**config.mk**
```make
export PLATFORM = sky130hd
export DESIGN_NAME = add_pipe
export DESIGN_NICKNAME = d
export VERILOG_FILES = /design/src/rtl/alu_pkg.sv /design/src/rtl/add_group.sv /design/src/rtl/add_pipe.sv
export SDC_FILE = /design/constraint.sdc
export NUM_CORES = 1
export LEC_CHECK = 0
export ABC_AREA = 1
export ABC_CLOCK_PERIOD_IN_PS = 7160
export BUFFER_PORTS_ARGS = -buffer_cell sky130_fd_sc_hd__buf_4
export CAP_MARGIN = 20
export CELL_PAD_IN_SITES_DETAIL_PLACEMENT = 1
export CELL_PAD_IN_SITES_GLOBAL_PLACEMENT = 1
export CORE_UTILIZATION = 38
export CTS_CLUSTER_SIZE = 8
export DETAILED_ROUTE_END_ITERATION = 8
export GPL_TIMING_DRIVEN = 0
export HOLD_SLACK_MARGIN = 0.15
export PLACE_DENSITY_LB_ADDON = 0.1
export REMOVE_ABC_BUFFERS = 1
export SYNTH_ARGS = -nofsm -noshare
export SYNTH_HDL_FRONTEND = slang
export SYNTH_HIERARCHICAL = 1
export SYNTH_SLANG_ARGS = --single-unit
```
**constraint.sdc**
```tcl
create_clock -name clock -period 7.16 [get_ports clock]
set_clock_uncertainty 0.2 [all_clocks]
set_input_delay 0.716 -clock clock [delete_from_list [all_inputs] [get_ports clock]]
set_output_delay 0.716 -clock clock [all_outputs]
set_load 0.1 [all_outputs]
```
**src/rtl/alu_pkg.sv**
```systemverilog
// rtl/alu_pkg.sv - shared ALU op encodings and flag-vector layout
package alu_pkg;

  localparam logic ALU_OP_ADD = 1'b0;
  localparam logic ALU_OP_SUB = 1'b1;

  localparam int FLAG_CARRY    = 0;
  localparam int FLAG_OVERFLOW = 1;
  localparam int FLAG_ZERO     = 2;
  localparam int FLAG_NEG      = 3;
  localparam int FLAG_W        = 4;

  typedef logic [FLAG_W-1:0] flags_t;

endpackage

```
**src/rtl/add_group.sv**
```systemverilog
// rtl/add_group.sv - GROUP-bit combinational lookahead adder with group generate/propagate
module add_group #(
  parameter int GROUP = 8
) (
  input  logic [GROUP-1:0] a,
  input  logic [GROUP-1:0] b,
  input  logic             cin,
  output logic [GROUP-1:0] sum,
  output logic             cout,
  output logic             g,
  output logic             p
);

  logic c;
  logic gacc;
  logic pacc;

  always_comb begin
    sum  = '0;
    c    = cin;
    gacc = 1'b0;
    pacc = 1'b1;
    for (int i = 0; i < GROUP; i++) begin
      sum[i] = a[i] ^ b[i] ^ c;
      c      = (a[i] & b[i]) | ((a[i] ^ b[i]) & c);
      gacc   = (a[i] & b[i]) | ((a[i] ^ b[i]) & gacc);
      pacc   = pacc & (a[i] ^ b[i]);
    end
  end

  assign cout = c;
  assign g    = gacc;
  assign p    = pacc;

endmodule

```
**src/rtl/add_pipe.sv**
```systemverilog
// rtl/add_pipe.sv - pipelined carry-lookahead adder/subtractor, one lookahead group per stage
module add_pipe
  import alu_pkg::*;
#(
  parameter int WIDTH = 32,
  parameter int GROUP = 8
) (
  input  logic             clock,
  input  logic             reset,
  input  logic             in_valid,
  output logic             in_ready,
  input  logic             in_op,
  input  logic [WIDTH-1:0] in_a,
  input  logic [WIDTH-1:0] in_b,
  output logic             out_valid,
  input  logic             out_ready,
  output logic [WIDTH-1:0] out_result,
  output logic             out_carry,
  output logic             out_overflow,
  output logic             out_zero,
  output logic             out_neg
);

  localparam int L = WIDTH / GROUP;

  if ((WIDTH % GROUP) != 0 || WIDTH < GROUP) begin : g_bad_params
    $error("add_pipe: WIDTH must be a positive multiple of GROUP");
  end

  // Index 0 is the capture register; stage k resolves group k-1 into s_q[k].
  logic             v_q   [0:L];
  logic [WIDTH-1:0] a_q   [0:L-1];
  logic [WIDTH-1:0] b_q   [0:L-1];
  logic             c_q   [0:L-1];
  logic [WIDTH-1:0] s_q   [1:L];
  logic [WIDTH-1:0] snext [1:L];
  logic             cnext [1:L];
  flags_t           flags_q;

  logic             adv;
  logic             sub;
  logic [WIDTH-1:0] b_in;

  assign sub      = (in_op == ALU_OP_SUB);
  assign b_in     = sub ? ~in_b : in_b;
  assign adv      = !v_q[L] || out_ready;
  assign in_ready = adv && !reset;

  for (genvar k = 1; k <= L; k++) begin : g_stage
    logic [GROUP-1:0] gsum;
    logic             gcout;
    logic             gg;
    logic             gp;
    logic [WIDTH-1:0] prev;
    logic [WIDTH-1:0] snew;

    add_group #(.GROUP(GROUP)) u_group (
      .a    (a_q[k-1][(k-1)*GROUP +: GROUP]),
      .b    (b_q[k-1][(k-1)*GROUP +: GROUP]),
      .cin  (c_q[k-1]),
      .sum  (gsum),
      .cout (gcout),
      .g    (gg),
      .p    (gp)
    );

    if (k == 1) begin : g_first
      assign prev = '0;
    end else begin : g_rest
      assign prev = s_q[k-1];
    end

    always_comb begin
      snew = prev;
      snew[(k-1)*GROUP +: GROUP] = gsum;
    end

    // The ripple carry and the G/P lookahead form must always agree.
    always_comb begin
      assert (gcout == (gg | (gp & c_q[k-1])));
    end

    assign snext[k] = snew;
    assign cnext[k] = gcout;
  end

  always_ff @(posedge clock) begin
    if (reset) begin
      for (int k = 0; k <= L; k++) v_q[k] <= 1'b0;
      for (int k = 0; k < L; k++) begin
        a_q[k] <= '0;
        b_q[k] <= '0;
        c_q[k] <= 1'b0;
      end
      for (int k = 1; k <= L; k++) s_q[k] <= '0;
      flags_q <= '0;
    end else if (adv) begin
      v_q[0] <= in_valid;
      a_q[0] <= in_a;
      b_q[0] <= b_in;
      c_q[0] <= sub;
      for (int k = 1; k <= L; k++) begin
        v_q[k] <= v_q[k-1];
        s_q[k] <= snext[k];
      end
      for (int k = 1; k < L; k++) begin
        a_q[k] <= a_q[k-1];
        b_q[k] <= b_q[k-1];
        c_q[k] <= cnext[k];
      end
      flags_q[FLAG_CARRY]    <= cnext[L];
      flags_q[FLAG_OVERFLOW] <= (a_q[L-1][WIDTH-1] == b_q[L-1][WIDTH-1]) &&
                                (snext[L][WIDTH-1] != a_q[L-1][WIDTH-1]);
      flags_q[FLAG_ZERO]     <= ~|snext[L];
      flags_q[FLAG_NEG]      <= snext[L][WIDTH-1];
    end
  end

  assign out_valid    = v_q[L];
  assign out_result   = s_q[L];
  assign out_carry    = flags_q[FLAG_CARRY];
  assign out_overflow = flags_q[FLAG_OVERFLOW];
  assign out_zero     = flags_q[FLAG_ZERO];
  assign out_neg      = flags_q[FLAG_NEG];

endmodule

```
==> flow_summary.toml <==
[power]
p_per_area_nw_per_um2 = 252
p_seq_share_pct = 47.7
vdd_ir_drop_max_mv = 0.133
pwr-share-clk_pct = 40.9
leakage_nw = 5.76
switchingPower_uw = 875
fin_total_pwr_mw = 3.67
combPwrFrac_pct = 11.4
switching_share_pct = 23.8
p_int_mw = 2.80

[clock_tree]
cts_sinks = 253
numCtsBuffers = 37
worstSkewPairLatency_ns = 0.49
cts_tree = "yes"
clockRootBuffer = "clkbuf_16"
cts.repair.resized = 0
cts_hold_buffers = 0
h-tree-depth = 2
ctsLongestPathBuffers = 3
cts_setup_buffers = 0
cts.clk_slew.worst_paths_ns = 0.05

[setup_path]
crit_buf_inv = 5
path_delay_family = "adder cells"
reg2reg_to = "flags_q[1]$_SDFFE_PP0P_"
cpPeakStageDelay_ns = 0.42
r2r_start = "c_q[3]$_DFFE_PP_"
rr_worst_depth = 17
startpoint = "c_q[3]$_DFFE_PP_"
cp_max_fo = 4
path_cells = "inv_1, fa_1, inv_1, fa_1, fa_1, fa_1, fa_1, fa_1, fa_1, inv_1, fa_1, inv_1, inv_1, or2_2, o21ai_0, nand2_1, nand2_1"
ff2ff_setup_slack_ns = 2.53
arrival_ns = 4.86
end_kind = "register"
crit_path_start_kind = "register"
crit_path_end = "flags_q[1]$_SDFFE_PP0P_"
crit_top_cell = "fa_1"
cp.depth = 17
cp.required_ns = 7.39
crit_type = "reg2reg"
critPathSlowestCell = "fa_1"

[global_routing]
antenna_found_initial = 0
overflow = 0
grt_usage_pct = 10.9
grt_pass1_vias = 5870
grt_pass1_wl_um = 29000
grt_max_degree = 101

[placed_design]
io_buffers = 106
detailed_place_hpwl_um = 10400
gp_congestion = 0.686

[sta]
grt_setup_unrepaired = "false"
final-hold-violation-count = 0
period_needed_ns = 4.63
slew_headroom_pct = 47.7
max_freq_mhz = 216
final_max_slew_viol_count = 0
finalSetupViolCount = 0
tightest_slew_ns = 0.785
finalCritPeriodShare_pct = 64.6

[logic_synthesis]
syn_area_um2 = 12600
syn_inst = 901
ys_warn_count = 6
syn_avg_cell_area_um2 = 14.0

[die]
coreArea_um2 = 32600
die_h_um = 184
start_util_pct = 38.6
die-area_um2 = 33900
num_io_pins = 107
row_count = 66
die_x_um = 184

[routing]
route.detailed.drc = 0
postRouteAntennaNets = 0
wl_um = 17000
via_per_inst = 3.95
drt_iter0_drc = 225
num_vias = 5834
wl_per_cell_um = 11.5
dr.pass1.iters = 4

[worst_hold_path]
hold_path.class = "reg2reg"

[run]
cap_violations = 0

[outcome]
status = "complete, no violations"

[finish]
finalCoreUtilization_pct = 44.8
layout.nets = 1122
synthToLayoutAreaGrowth_pct = 15.9
antennaDiodeCount = 0
drive_gt1_share_pct = 34.4
==> worst min path at each step <==
| stage | from | endpoint | slack [ns] | depth (start not counted) |
|---|---|---|---|---|
| 2_1_floorplan | a_q[2][31]$_SDFFCE_PN0P_ | a_q[3][31]$_SDFFCE_PN0P_ | 0.32 | 2 |
| 3_3_place_gp | flags_q[1]$_SDFFE_PP0P_ | flags_q[1]$_SDFFE_PP0P_ | 0.24 | 2 |
| 3_5_place_dp | flags_q[2]$_SDFFE_PP0P_ | flags_q[2]$_SDFFE_PP0P_ | 0.25 | 2 |
| 4_1_cts | flags_q[2]$_SDFFE_PP0P_ | flags_q[2]$_SDFFE_PP0P_ | 0.26 | 2 |
| 5_1_grt | flags_q[2]$_SDFFE_PP0P_ | flags_q[2]$_SDFFE_PP0P_ | 0.27 | 2 |
| 6_report | flags_q[2]$_SDFFE_PP0P_ | flags_q[2]$_SDFFE_PP0P_ | 0.26 | 2 |
==> power groups by stage <==
| stage | sequential [mW] | clock [mW] | combinational [mW] |
|---|---|---|---|
| after detailed placement | 1.78 | 0 | 0.428 |
| after CTS | 1.75 | 1.57 | 0.429 |
| final | 1.75 | 1.50 | 0.417 |
| after global placement | 1.78 | 0 | 0.428 |
| after global routing | 1.76 | 1.62 | 0.458 |
| after floorplan | 1.85 | 0 | 0.268 |
==> sequential cells by signal (all words and copies together) (netlist names) <==
name     cells
c_q          4
flags_q      4
b_q         80
a_q         80
s_q         80
v_q          5
==> cells in the final DEF, fill, tap and decap left out <==
cell,instances
inv_1,258
nor2_4,200
nand2_4,1
dfxtp_1,4
inv_2,2
clkinv_2,1
edfxtp_1,249
nand3_1,3
buf_16,6
nor2_1,70
xnor2_1,32
nand2_8,1
clkbuf_16,37
inv_8,1
nand2_1,12
or2_2,1
nand4_1,1
a22o_1,1
o21ai_0,2
buf_4,106
fa_1,32
clkbuf_1,14
==> metrics by stage <==
stage | area [µm²] | cells | setup slack [ns] | hold slack (ns) | setup TNS [ns]
3_3_place_gp | 13400 | 1418 | -1.86 | 0.242 | -457.29
4_1_cts | 14600 | 1476 | 2.49 | 0.262 | 0
5_1_grt | 14600 | 1476 | 2.31 | 0.274 | 0
2_1_floorplan | 12100 | 870 | 0.381 | 0.319 | 0
6_report | 14600 | 1476 | 2.53 | 0.257 | 0
3_5_place_dp | 13600 | 1424 | 2.54 | 0.253 | 0
==> worst min-delay path, stage by stage (launching register included) <==
cell	delay [ns]
dfxtp_1	0.31
nand2_1	0.06
nand2_1	0.04
==> metal layers <==
layer	GRT usage [%]	up-vias	routed length, µm
met5	0	-	0
met4	4.30	0	531
met3	2.65	42	809
met2	18.4	108	8540
met1	13.3	2745	7150
li1	-	2939	-
==> cell type report <==
class	instances	area, µm²
repair buffers	112	961
clock inverters	1	5.00
fillers	3326	18000
clock buffers	51	978
multi-input cells	356	3560
well taps	442	553
inverters	261	987
flip-flops and latches	253	7560
(Power assumes the default switching activity.)
